--- src/rtl/ctrl_unit_fsm_if.sv ---
// Bundle of instruction, flag, interrupt and datapath-strobe signals between
// the control unit and the rest of the CPU.
interface ctrl_unit_fsm_if;
    logic [17:0] prog_ir;
    logic        z;
    logic        c;
    logic        int_req;

    logic        pc_rst;
    logic        pc_inc;
    logic        pc_ld;
    logic [1:0]  pc_mux_sel;
    logic        sp_incr;
    logic        sp_decr;
    logic        scr_we;
    logic        rf_wr;
    logic        flg_z_ld;
    logic        flg_c_ld;
    logic        i_flag;
    logic        illegal;
    logic [1:0]  state;

    // Datapath side: supplies instruction/flags/interrupt, consumes strobes.
    modport master (
        output prog_ir, z, c, int_req,
        input  pc_rst, pc_inc, pc_ld, pc_mux_sel, sp_incr, sp_decr, scr_we,
               rf_wr, flg_z_ld, flg_c_ld, i_flag, illegal, state
    );

    // Control unit side.
    modport slave (
        input  prog_ir, z, c, int_req,
        output pc_rst, pc_inc, pc_ld, pc_mux_sel, sp_incr, sp_decr, scr_we,
               rf_wr, flg_z_ld, flg_c_ld, i_flag, illegal, state
    );
endinterface

--- src/rtl/ctrl_unit_fsm.sv ---
// Four-state CPU control unit: INIT/FETCH/EXEC/INTR sequencing, instruction
// decode into datapath strobes, and the interrupt-enable flag.
module ctrl_unit_fsm #(
    parameter int unsigned INT_EN = 1
) (
    input  logic               clk,
    input  logic               rst,
    ctrl_unit_fsm_if.slave     bus
);

    typedef enum logic [1:0] {
        ST_INIT  = 2'b00,
        ST_FETCH = 2'b01,
        ST_EXEC  = 2'b10,
        ST_INTR  = 2'b11
    } state_t;

    typedef enum logic [4:0] {
        OP_NOP   = 5'b00000,
        OP_ALU   = 5'b00001,
        OP_BRN   = 5'b00010,
        OP_BREQ  = 5'b00011,
        OP_BRNE  = 5'b00100,
        OP_BRCS  = 5'b00101,
        OP_CALL  = 5'b00110,
        OP_RET   = 5'b00111,
        OP_SEI   = 5'b01000,
        OP_CLI   = 5'b01001,
        OP_RETIE = 5'b01010
    } op_t;

    localparam logic [1:0] MUX_IMMED  = 2'b00;
    localparam logic [1:0] MUX_STACK  = 2'b01;
    localparam logic [1:0] MUX_VECTOR = 2'b10;

    localparam logic INT_PATH_ON = (INT_EN != 0);

    state_t     state_q;
    state_t     state_d;
    logic       i_flag_q;
    logic       i_flag_d;
    logic [4:0] op;
    logic       take_int;

    logic       pc_rst;
    logic       pc_inc;
    logic       pc_ld;
    logic [1:0] pc_mux_sel;
    logic       sp_incr;
    logic       sp_decr;
    logic       scr_we;
    logic       rf_wr;
    logic       flg_z_ld;
    logic       flg_c_ld;
    logic       illegal;

    assign op = bus.prog_ir[17:13];

    // Decision uses the flag as held at the start of EXEC, so SEI/CLI in the
    // same instruction only influence later decisions.
    assign take_int = INT_PATH_ON && bus.int_req && i_flag_q;

    always_ff @(posedge clk) begin
        if (rst) begin
            state_q  <= ST_INIT;
            i_flag_q <= 1'b0;
        end else begin
            state_q  <= state_d;
            i_flag_q <= i_flag_d;
        end
    end

    always_comb begin
        state_d    = state_q;
        i_flag_d   = i_flag_q;
        pc_rst     = 1'b0;
        pc_inc     = 1'b0;
        pc_ld      = 1'b0;
        pc_mux_sel = MUX_IMMED;
        sp_incr    = 1'b0;
        sp_decr    = 1'b0;
        scr_we     = 1'b0;
        rf_wr      = 1'b0;
        flg_z_ld   = 1'b0;
        flg_c_ld   = 1'b0;
        illegal    = 1'b0;

        unique case (state_q)
            ST_INIT: begin
                pc_rst  = 1'b1;
                state_d = ST_FETCH;
            end

            ST_FETCH: begin
                pc_inc  = 1'b1;
                state_d = ST_EXEC;
            end

            ST_EXEC: begin
                state_d = take_int ? ST_INTR : ST_FETCH;

                case (op)
                    OP_NOP: ;
                    OP_ALU: begin
                        rf_wr    = 1'b1;
                        flg_z_ld = 1'b1;
                        flg_c_ld = 1'b1;
                    end
                    OP_BRN:  pc_ld = 1'b1;
                    OP_BREQ: pc_ld = bus.z;
                    OP_BRNE: pc_ld = ~bus.z;
                    OP_BRCS: pc_ld = bus.c;
                    OP_CALL: begin
                        pc_ld   = 1'b1;
                        scr_we  = 1'b1;
                        sp_decr = 1'b1;
                    end
                    OP_RET: begin
                        pc_ld      = 1'b1;
                        pc_mux_sel = MUX_STACK;
                        sp_incr    = 1'b1;
                    end
                    OP_SEI: i_flag_d = 1'b1;
                    OP_CLI: i_flag_d = 1'b0;
                    OP_RETIE: begin
                        pc_ld      = 1'b1;
                        pc_mux_sel = MUX_STACK;
                        sp_incr    = 1'b1;
                        i_flag_d   = 1'b1;
                    end
                    default: illegal = 1'b1;
                endcase
            end

            ST_INTR: begin
                pc_ld      = 1'b1;
                pc_mux_sel = MUX_VECTOR;
                scr_we     = 1'b1;
                sp_decr    = 1'b1;
                i_flag_d   = 1'b0;
                state_d    = ST_FETCH;
            end

            default: state_d = ST_INIT;
        endcase
    end

    assign bus.pc_rst     = pc_rst;
    assign bus.pc_inc     = pc_inc;
    assign bus.pc_ld      = pc_ld;
    assign bus.pc_mux_sel = pc_mux_sel;
    assign bus.sp_incr    = sp_incr;
    assign bus.sp_decr    = sp_decr;
    assign bus.scr_we     = scr_we;
    assign bus.rf_wr      = rf_wr;
    assign bus.flg_z_ld   = flg_z_ld;
    assign bus.flg_c_ld   = flg_c_ld;
    assign bus.illegal    = illegal;
    assign bus.i_flag     = i_flag_q;
    assign bus.state      = state_q;

endmodule

--- src/flat_wrapper.sv ---
// flat-port wrapper written by rule: the top's interface ports become plain ports
module ctrl_unit_fsm_flat 
#(
    parameter int unsigned INT_EN = 1
)
  (clk, rst, bus_prog_ir, bus_z, bus_c, bus_int_req, bus_pc_rst, bus_pc_inc, bus_pc_ld, bus_pc_mux_sel, bus_sp_incr, bus_sp_decr, bus_scr_we, bus_rf_wr, bus_flg_z_ld, bus_flg_c_ld, bus_i_flag, bus_illegal, bus_state);
  ctrl_unit_fsm_if bus_i ();
  input  logic clk;
  input  logic rst;
  input wire logic [$bits(bus_i.prog_ir)-1:0] bus_prog_ir;
  input wire logic [$bits(bus_i.z)-1:0] bus_z;
  input wire logic [$bits(bus_i.c)-1:0] bus_c;
  input wire logic [$bits(bus_i.int_req)-1:0] bus_int_req;
  output wire logic [$bits(bus_i.pc_rst)-1:0] bus_pc_rst;
  output wire logic [$bits(bus_i.pc_inc)-1:0] bus_pc_inc;
  output wire logic [$bits(bus_i.pc_ld)-1:0] bus_pc_ld;
  output wire logic [$bits(bus_i.pc_mux_sel)-1:0] bus_pc_mux_sel;
  output wire logic [$bits(bus_i.sp_incr)-1:0] bus_sp_incr;
  output wire logic [$bits(bus_i.sp_decr)-1:0] bus_sp_decr;
  output wire logic [$bits(bus_i.scr_we)-1:0] bus_scr_we;
  output wire logic [$bits(bus_i.rf_wr)-1:0] bus_rf_wr;
  output wire logic [$bits(bus_i.flg_z_ld)-1:0] bus_flg_z_ld;
  output wire logic [$bits(bus_i.flg_c_ld)-1:0] bus_flg_c_ld;
  output wire logic [$bits(bus_i.i_flag)-1:0] bus_i_flag;
  output wire logic [$bits(bus_i.illegal)-1:0] bus_illegal;
  output wire logic [$bits(bus_i.state)-1:0] bus_state;
  assign bus_i.prog_ir = bus_prog_ir;
  assign bus_i.z = bus_z;
  assign bus_i.c = bus_c;
  assign bus_i.int_req = bus_int_req;
  assign bus_pc_rst = bus_i.pc_rst;
  assign bus_pc_inc = bus_i.pc_inc;
  assign bus_pc_ld = bus_i.pc_ld;
  assign bus_pc_mux_sel = bus_i.pc_mux_sel;
  assign bus_sp_incr = bus_i.sp_incr;
  assign bus_sp_decr = bus_i.sp_decr;
  assign bus_scr_we = bus_i.scr_we;
  assign bus_rf_wr = bus_i.rf_wr;
  assign bus_flg_z_ld = bus_i.flg_z_ld;
  assign bus_flg_c_ld = bus_i.flg_c_ld;
  assign bus_i_flag = bus_i.i_flag;
  assign bus_illegal = bus_i.illegal;
  assign bus_state = bus_i.state;
  ctrl_unit_fsm #(.INT_EN(INT_EN)) u_core (.clk(clk), .rst(rst), .bus(bus_i));
endmodule
--- config.mk ---
export PLATFORM = sky130hd
export DESIGN_NAME = ctrl_unit_fsm_flat
export DESIGN_NICKNAME = d
export VERILOG_FILES = /design/src/rtl/ctrl_unit_fsm_if.sv /design/src/rtl/ctrl_unit_fsm.sv /design/src/flat_wrapper.sv
export SDC_FILE = /design/constraint.sdc
export NUM_CORES = 1
export LEC_CHECK = 0
export CELL_PAD_IN_SITES_DETAIL_PLACEMENT = 1
export CELL_PAD_IN_SITES_GLOBAL_PLACEMENT = 1
export CORE_MARGIN = 2
export CORE_UTILIZATION = 15
export CTS_CLUSTER_SIZE = 28
export DETAILED_ROUTE_END_ITERATION = 7
export MAX_ROUTING_LAYER = met4
export PLACE_DENSITY = 0.79
export SLEW_MARGIN = 20
export SYNTH_ARGS = -nofsm -noshare
export SYNTH_HDL_FRONTEND = slang
export SYNTH_SLANG_ARGS = --single-unit
--- constraint.sdc ---
create_clock -name clk -period 1.3 [get_ports clk]
set_input_delay 0.26 -clock clk [delete_from_list [all_inputs] [get_ports clk]]
set_output_delay 0.26 -clock clk [all_outputs]
set_load 0.03 [all_outputs]
==> impl_metrics.ini, run 1 <==
[logic_synthesis]
synth_top_cell_area_share = 0.194
synth_enable_flop_cells = 0
synth_ff_type = sky130_fd_sc_hd__dfxtp_1
synth_area_leader_cell = sky130_fd_sc_hd__dfxtp_1
synth_sequential_area_ratio = 0.194
synth_most_common_cell = sky130_fd_sc_hd__nor2_1
avgSynthCellArea_um2 = 7.57
top_post_synthesis_cells_by_area = sky130_fd_sc_hd__dfxtp_1 (19%), sky130_fd_sc_hd__nor2b_1 (10%), sky130_fd_sc_hd__buf_4 (9.7%)
synthCells = 41
synth_commonest_cells = sky130_fd_sc_hd__nor2_1 (6), sky130_fd_sc_hd__nor2b_1 (5), sky130_fd_sc_hd__buf_4 (4)
ys_types = 18
synth_nets = 64
synth-seq-cells = 3
synth.yosys.warnings = 0
asyncSetResetFlopFracSynth = 0
post_synth_instance_area_um2 = 310

[floorplanning]
die-height_um = 49.5
die_w_um = 49.5
die_area_um2 = 2450
fp-row-count = 16
design.portCount = 38
coreArea_um2 = 1960
initial_core_util = 0.158

[drt]
viasPerCell = 4.11
final_antenna_net_count = 0
initialDrtViolationCount = 1
detailroute.via_count = 468
drt_pre_antenna_iters = 2
overall_routed_net_length_mm = 1.58
wl_per_cell_um = 13.8
drc = 0

[finish]
layout.filler_cells = 244
area_delta_synth_final_pct = 189
diodes = 0
finalNetCount = 111
drive_gt1_frac = 0.793
area_occupied_by_multi_input_gates_um2 = 348
finish.cell_count_without_fillers = 114
ff_latch_area_um2 = 65.1

[global_routing]
gr-usage-all-layers = 0.132
number_of_global_route_vias_before_repair = 503
antenna_found_initial = 0
grt_start_max_net_pins = 8
grt_remaining_overflow = 0
grt_first_pass_wirelength_mm = 2.38

[clocking]
cts_root_buf = sky130_fd_sc_hd__clkbuf_4
tritoncts = built
cts.clk_slew.worst_paths_ns = 0.04
count_of_clock_tree_sinks = 3
clock_tree.htree_level_count = 1
tritoncts.num_buffers = 3
cts_max_path_buffers = 2
clock_latency_ns = 0.23

[setup_path]
cpPeakStageDelay_ns = 0.34
critPathLaunch = u_core.bus.state[1]$_SDFF_PP0_
worst_path_most_repeated_cell = sky130_fd_sc_hd__buf_6
timing.critical_path.to_type = output port
reg2reg_from = u_core.bus.state[1]$_SDFF_PP0_
worstPathCellList = buf_4 > buf_6 > buf_6 > nor2b_4 > nor2b_4 > buf_6
timing.rr.end = u_core.bus.state[1]$_SDFF_PP0_
crit_slowest_cell = sky130_fd_sc_hd__dfxtp_4
reg2regPathDepth = 8
critical_path_class = reg -> out
critPathRequiredTime_ns = 1.04
reg2reg_slack_ns = -0.07
worst_setup_path_start_kind = flip-flop
timing.critical_path.to = bus_illegal
critical_path_arrival_ns = 1.31
largest_fanout_on_the_critical_path = 5

[power_and_ir_drop]
vdd_drop_max_mv = 0.381
power.static_leakage_nw = 0.424
power_mw = 0.539
power_density_nw_per_um2 = 601

[timing]
grt_setup_unrepaired = true
max_slew_margin = 0.781
maxSlewViolCount = 0
total_count_of_hold_check_failures_in_the_final_report = 0
worstMarginPinSlew_ns = 0.323
post-route-min-period_ns = 1.57
worst_clock_skew_ns = 0.00365
final_min_period_over_clock_period = 1.21
setup_viol_count_final = 14
timing.final.ws_setup_ns = -0.270
fmax_mhz = 637

[placed_design]
gp_routability_congestion = 0.767
place_inst = 99
post-place-ws_ns = -0.560
dp_hpwl_mm = 1.06
io_buffers = 24

[min_path]
holdCritStartpoint = u_core.bus.i_flag$_SDFFE_PP0P_
holdCritPathClass = reg -> reg

[outcome]
result_of_the_run = complete, but fails checks
failed_checks = negative setup slack

[job]
cap_violations = 0
==> report_power, final <==
group          total [mW]  internal [mW]  switching (mW)
sequential          0.103         0.0974         0.00574
combinational       0.276          0.142           0.135
clock               0.160          0.115          0.0450
==> cell families after synthesis <==
kind of cell	count (synthesis)	share of synthesized area
and+or+nand+nor	21	0.415
DFF	3	0.194
AOI/OAI and AO/OA	10	0.214
buffers and inverters	6	0.145
muxes	1	0.0323
==> registers in the layout, summed over array words and instances (netlist names) <==
signal / flops
u_core.bus.i_flag: 1
u_core.bus.state: 2
==> cell type report <==
class / count / share of cell area
clock buffer: 4 / 0.0293
multi-input combinational: 32 / 0.388
sequential: 3 / 0.0725
timing repair buffer: 47 / 0.469
inverter: 1 / 0.00418
tap: 27 / 0.0377
==> worst min-delay path by stage <==
stage | end | slack [ns] | depth (start not counted)
floorplan | u_core.bus.state[1]$_SDFF_PP0_ | 0.32 | 1
global placement | u_core.bus.i_flag$_SDFFE_PP0P_ | 0.51 | 2
detailed placement | u_core.bus.i_flag$_SDFFE_PP0P_ | 0.53 | 2
CTS | u_core.bus.state[1]$_SDFF_PP0_ | 0.53 | 2
global route | u_core.bus.state[1]$_SDFF_PP0_ | 0.56 | 2
finish | u_core.bus.state[1]$_SDFF_PP0_ | 0.53 | 2
==> worst max-delay path, delay by kind of cell (launching register included) <==
family / cells / cell delay [ns]
flip-flops: 1 / 0.34
buffers and inverters: 4 / 0.50
AND/OR/NAND/NOR: 2 / 0.24
==> placed cells by master, fill, tap and decap left out, types with 2 or more instances in the layout <==
master | netlist | routed
sky130_fd_sc_hd__buf_2 | 0 | 3
sky130_fd_sc_hd__dlygate4sd2_1 | 0 | 2
sky130_fd_sc_hd__nand2_4 | 0 | 2
sky130_fd_sc_hd__buf_6 | 1 | 16
sky130_fd_sc_hd__a21oi_2 | 0 | 2
sky130_fd_sc_hd__nor2b_4 | 0 | 4
sky130_fd_sc_hd__nor2_1 | 6 | 3
sky130_fd_sc_hd__nand2b_4 | 0 | 2
sky130_fd_sc_hd__clkdlybuf4s15_2 | 0 | 2
sky130_fd_sc_hd__nor2_4 | 0 | 3
sky130_fd_sc_hd__buf_4 | 4 | 22
sky130_fd_sc_hd__clkdlybuf4s50_1 | 0 | 2
sky130_fd_sc_hd__clkbuf_4 | 0 | 3
==> per-layer routing <==
layer / global-route usage / vias up / wire (um)
li1: - / 232 / -
met2: 0.286 / 16 / 928
met5: - / - / 0
met4: 0.0417 / 0 / 19
met1: 0.110 / 218 / 555
met3: 0.0212 / 2 / 72
==> per-stage QoR <==
step	setup TNS [ns]	util	instance area, um2	hold WS (ns)
floorplan	-0.951	-	368	0.323
global placement	-4.31	0.329	646	0.512
detailed placement	-4.79	0.329	646	0.534
CTS	-2.42	0.433	850	0.533
global route	-3.30	0.457	897	0.565
finish	-2.58	0.457	897	0.532
==> timing repair <==
| item | in CTS | in global routing |
|---|---|---|
| buffers inserted | 9 | 5 |
| hold buffers | 0 | 0 |
| gates resized for setup | 53 | 9 |
| pin swaps | 8 | 3 |
| endpoints found under the setup margin | 12 | 14 |
| endpoints found under the hold margin | 0 | 0 |
Note: power is estimated with default switching activity, not from simulation.
==> run 2, diff against run 1 <==
Settings changed: PLACE_DENSITY 0.79 to 0.73, REMOVE_ABC_BUFFERS set to 1.
==> run 2 against run 1 <==
  * Global-route usage is 0.96 points lower
  * Setup slack gained 0.049 ns
  * Power shrank 3.8%
  * Clock power up 5%
  * The run still ends with negative setup slack left
  * Sequential cell count is the same
  * Die area unchanged
  * Fmax is 3.2% higher
==> impl_metrics.ini, run 2 (same netlist as run 1, synthesis figures left out) <==
[outcome]
result_of_the_run = complete, but fails checks
failed_checks = negative setup slack

[clocking]
cts_max_path_buffers = 2
count_of_clock_tree_sinks = 3
tritoncts.num_buffers = 3
cts.clk_slew.worst_paths_ns = 0.04
hold_buffers = 0
tritoncts = built
clock_tree.htree_level_count = 1
clock_latency_ns = 0.23
cts_root_buf = sky130_fd_sc_hd__clkbuf_4

[drt]
drt_pre_antenna_iters = 4
drc = 0
viasPerCell = 4.19
wl_per_cell_um = 12.1
initialDrtViolationCount = 3
detailroute.via_count = 469
overall_routed_net_length_mm = 1.36
final_antenna_net_count = 0

[finish]
finalCoreUtilization = 0.418
layout.filler_cells = 252
largest_register_ffs = 2
finalNetCount = 109
diodes = 0
area_delta_synth_final_pct = 164
final_common_cell = sky130_fd_sc_hd__buf_4
finish.cell_count_without_fillers = 112
drive_gt1_frac = 0.729
layout_common_cells = sky130_fd_sc_hd__buf_4 (23), sky130_fd_sc_hd__buf_6 (14), sky130_fd_sc_hd__nor2b_4 (4), sky130_fd_sc_hd__nor2_1 (4)

[power_and_ir_drop]
power_density_nw_per_um2 = 633
vdd_drop_max_mv = 0.351
power.static_leakage_nw = 0.388
power_mw = 0.519

[global_routing]
grt_first_pass_wirelength_mm = 2.27
grt_start_max_net_pins = 8
number_of_global_route_vias_before_repair = 530
grt_remaining_overflow = 0
antenna_found_initial = 0
gr-usage-all-layers = 0.123

[job]
cap_violations = 0

[timing]
fmax_mhz = 657
total_count_of_hold_check_failures_in_the_final_report = 0
final_min_period_over_clock_period = 1.17
timing.final.ws_setup_ns = -0.221
worstMarginPinSlew_ns = 0.315
worst_clock_skew_ns = 0.00267
max_slew_margin = 0.787
post-route-min-period_ns = 1.52
setup_tns_ns = -1.85
grt_setup_unrepaired = true
setup_viol_count_final = 11
maxSlewViolCount = 0

[setup_path]
critPathRequiredTime_ns = 1.04
critical_path_class = reg -> out
critical_path_arrival_ns = 1.26
worst_setup_path_start_kind = flip-flop
timing.critical_path.to_type = output port
reg2reg_slack_ns = 0.15
largest_fanout_on_the_critical_path = 3

[min_path]
holdCritPathClass = reg -> reg

[placed_design]
place_inst = 97
post-place-ws_ns = -0.525
dp_hpwl_um = 924
gp_routability_congestion = 0.717
io_buffers = 24

[floorplanning]
fp-row-count = 16
die-height_um = 49.5
die_w_um = 49.5
die_area_um2 = 2450
design.portCount = 38
coreArea_um2 = 1960
initial_core_util = 0.158
## run 2: area by class of cell
| cell class | instances | area, um2 | area share |
|---|---|---|---|
| multi-input combinational | 32 | 299 | 0.365 |
| inverter | 1 | 3.75 | 0.00458 |
| tap | 27 | 33.8 | 0.0412 |
| sequential | 3 | 62.6 | 0.0763 |
| clock buffer | 4 | 26.3 | 0.0321 |
| timing repair buffer | 45 | 394 | 0.481 |
## run 2: what timing repair did
item | in CTS | in global routing
setup endpoints to repair | 12 | 13
buffers inserted | 10 | 1
gates resized for setup | 57 | 6
pin swaps | 7 | 3
## run 2: worst paths after layout
kind | from | to | depth (start not counted)
worst max register to register | u_core.bus.state[1]$_SDFF_PP0_ | u_core.bus.state[1]$_SDFF_PP0_ | 6
worst min-delay path | u_core.bus.i_flag$_SDFFE_PP0P_ | u_core.bus.i_flag$_SDFFE_PP0P_ | 2
worst max-delay path | u_core.bus.state[1]$_SDFF_PP0_ | bus_sp_incr | 5
worst min register to register | u_core.bus.i_flag$_SDFFE_PP0P_ | u_core.bus.i_flag$_SDFFE_PP0P_ | 2
## run 2: power breakdown
group / internal (mW) / switching (mW) / total [mW]
registers: 0.0984 / 0.00490 / 0.103
logic: 0.129 / 0.119 / 0.248
clock network: 0.115 / 0.0526 / 0.168
total: 0.343 / 0.176 / 0.519
## run 2: worst max-delay path: stages (launching register included)
cell,delay (ns)
sky130_fd_sc_hd__dfxtp_2,0.33
sky130_fd_sc_hd__nor3b_4,0.21
sky130_fd_sc_hd__buf_4,0.15
sky130_fd_sc_hd__nand2_2,0.06
sky130_fd_sc_hd__nor2_4,0.13
sky130_fd_sc_hd__buf_6,0.14
## run 2: per-layer routing
layer / GRT usage / part of all wire / up-vias
met2: 0.200 / 0.52 / 11
met3: 0.0182 / 0.029 / 2
li1: - / - / 230
met4: 0.0556 / 0.0051 / 0
met5: - / 0 / -
met1: 0.150 / 0.44 / 226
## run 2: stage by stage
stage | hold slack [ns] | area [um2]
6_report | 0.525 | 820
2_1_floorplan | 0.329 | 269
3_3_place_gp | 0.498 | 581
4_1_cts | 0.510 | 792
3_5_place_dp | 0.508 | 581
5_1_grt | 0.550 | 820
==> run 3, diff against run 2 <==
Settings changed: CELL_PAD_IN_SITES_DETAIL_PLACEMENT 1 to unset, CELL_PAD_IN_SITES_GLOBAL_PLACEMENT 1 to unset, CORE_AREA set to 2 2 39 41, CORE_MARGIN 2 to unset, CORE_UTILIZATION 15 to unset, DIE_AREA set to 0 0 41 43, PLACE_DENSITY 0.73 to 0.7.
==> run 3 against run 2 <==
  * The run still ends with negative setup slack left
  * Critical path depth down 2
  * Highest routed layer is now met3
  * Setup slack worse by 0.0041 ns
  * Sequential share of layout area up 0.15 points
  * Global-route usage up 3.4 points
  * Core utilization up 16 points
  * Count of clock-buffer cells in the layout unchanged
  * Sequential cell count unchanged
  * Fmax down 0.27%
  * Sequential power about the same
  * Via count down 7.2%
==> impl_metrics.ini, run 3 (same netlist as run 1, synthesis figures left out) <==
[finish]
area_delta_synth_final_pct = 159
drive_gt1_frac = 0.741
diodes = 0
finalNetCount = 105
largest_register_ffs = 2
layout_common_cells = sky130_fd_sc_hd__buf_4 (18), sky130_fd_sc_hd__buf_6 (14), sky130_fd_sc_hd__nor2b_4 (5)
final_common_cell = sky130_fd_sc_hd__buf_4

[min_path]
holdCritStartpoint = bus_prog_ir[17]
holdCritPathClass = in -> reg

[clocking]
count_of_clock_tree_sinks = 3
tritoncts = built
cts_root_buf = sky130_fd_sc_hd__clkbuf_4
cts.clk_slew.worst_paths_ns = 0.04
clock_latency_ns = 0.24
tritoncts.num_buffers = 3
clock_tree.htree_level_count = 1
cts_max_path_buffers = 2
hold_buffers = 0

[power_and_ir_drop]
power_mw = 0.526
sequentialPowerShare = 0.197
clock_power_share = 0.331
power.combinational.fraction = 0.471
power.static_leakage_nw = 0.379
p_int_mw = 0.340
vdd_drop_max_mv = 0.490
power.switching_mw = 0.186
sw_ratio = 0.353
power_density_nw_per_um2 = 655

[timing]
grt_setup_unrepaired = true
worstMarginPinSlew_ns = 0.234
timing.final.ws_setup_ns = -0.225
setup_tns_ns = -1.75
fmax_mhz = 656
maxSlewViolCount = 0
final_min_period_over_clock_period = 1.17
finalHoldWorstSlack_ns = 0.505
setup_viol_count_final = 11
post-route-min-period_ns = 1.53
total_count_of_hold_check_failures_in_the_final_report = 0
max_slew_margin = 0.842
worst_clock_skew_ns = 0.00930

[setup_path]
cpPeakStageDelay_ns = 0.34
critical_path_class = reg -> out
critical_path_arrival_ns = 1.27
critPathRequiredTime_ns = 1.04
crit_slowest_cell = sky130_fd_sc_hd__dfxtp_2
timing.critical_path.to_type = output port
reg2reg_from = u_core.bus.state[1]$_SDFF_PP0_
worstPathCellList = nor3b_4 > nor4b_4 > buf_4
worst_setup_path_start_kind = flip-flop
critPathLaunch = u_core.bus.state[1]$_SDFF_PP0_
largest_fanout_on_the_critical_path = 3

[drt]
overall_routed_net_length_mm = 1.16
drc = 0
initialDrtViolationCount = 2
viasPerCell = 4.48
final_antenna_net_count = 0
detailroute.via_count = 435
drt_pre_antenna_iters = 3
wl_per_cell_um = 12.0

[global_routing]
grt_remaining_overflow = 0
antenna_found_initial = 0
grt_start_max_net_pins = 8
number_of_global_route_vias_before_repair = 440
grt_first_pass_wirelength_mm = 1.86
gr-usage-all-layers = 0.157

[floorplanning]
initial_core_util = 0.224
fp-row-count = 14
coreArea_um2 = 1380
die_w_um = 41
die-height_um = 43
die_area_um2 = 1760
design.portCount = 38

[placed_design]
dp_hpwl_um = 718
post-place-ws_ns = -0.484
gp_routability_congestion = 0.797
io_buffers = 24

[job]
cap_violations = 0

[outcome]
result_of_the_run = complete, but fails checks
failed_checks = negative setup slack
## run 3: final cells by class
class                   count  area, um2
repair buffers             41        362
multi-input cells          32        329
well taps                  16       20.0
inverters                   1       3.75
clock buffers               4       26.3
flip-flops and latches      3       62.6
fillers                   121        581
## run 3: what timing repair did
item | 4_1_cts | 5_1_grt
pin swaps | 4 | 0
gates resized for setup | 55 | 11
hold endpoints to repair | 0 | 0
buffers inserted | 2 | 4
endpoints found under the setup margin | 11 | 12
## run 3: power by group through the flow
stage	clock network, mW	logic [mW]	registers (mW)
3_5_place_dp	0	0.176	0.102
4_1_cts	0.184	0.221	0.103
3_3_place_gp	0	0.175	0.102
5_1_grt	0.195	0.262	0.104
2_1_floorplan	0	0.0619	0.115
6_report	0.174	0.248	0.104
## run 3: final timing paths
kind,end,slack (ns),cells after the start
worst min-delay path,u_core.bus.i_flag$_SDFFE_PP0P_,0.51,5
worst max-delay path,bus_flg_z_ld,-0.23,3
worst max register to register,u_core.bus.state[1]$_SDFF_PP0_,0.15,6
worst min register to register,u_core.bus.i_flag$_SDFFE_PP0P_,0.51,2
## run 3: critical path: cells and delay by family (launching register included)
family	cells	cell delay, ns
simple gates	2	0.48
buf+inv	1	0.21
flops	1	0.34
## run 3: stage by stage
step | util | instance area (um2) | cells
floorplan | - | 269 | 36
global placement | 0.420 | 582 | 88
detailed placement | 0.420 | 582 | 88
CTS | 0.536 | 742 | 94
global route | 0.580 | 803 | 97
finish | 0.580 | 803 | 97
## run 3: metal layers
metal / wire [um] / part of all wire / vias up / track usage
li1: - / - / 219 / -
met1: 494 / 0.43 / 206 / 0.189
met2: 625 / 0.54 / 10 / 0.238
met3: 40 / 0.034 / 0 / 0.0314
met4: 0 / 0 / 0 / 0.0800
met5: 0 / 0 / - / -
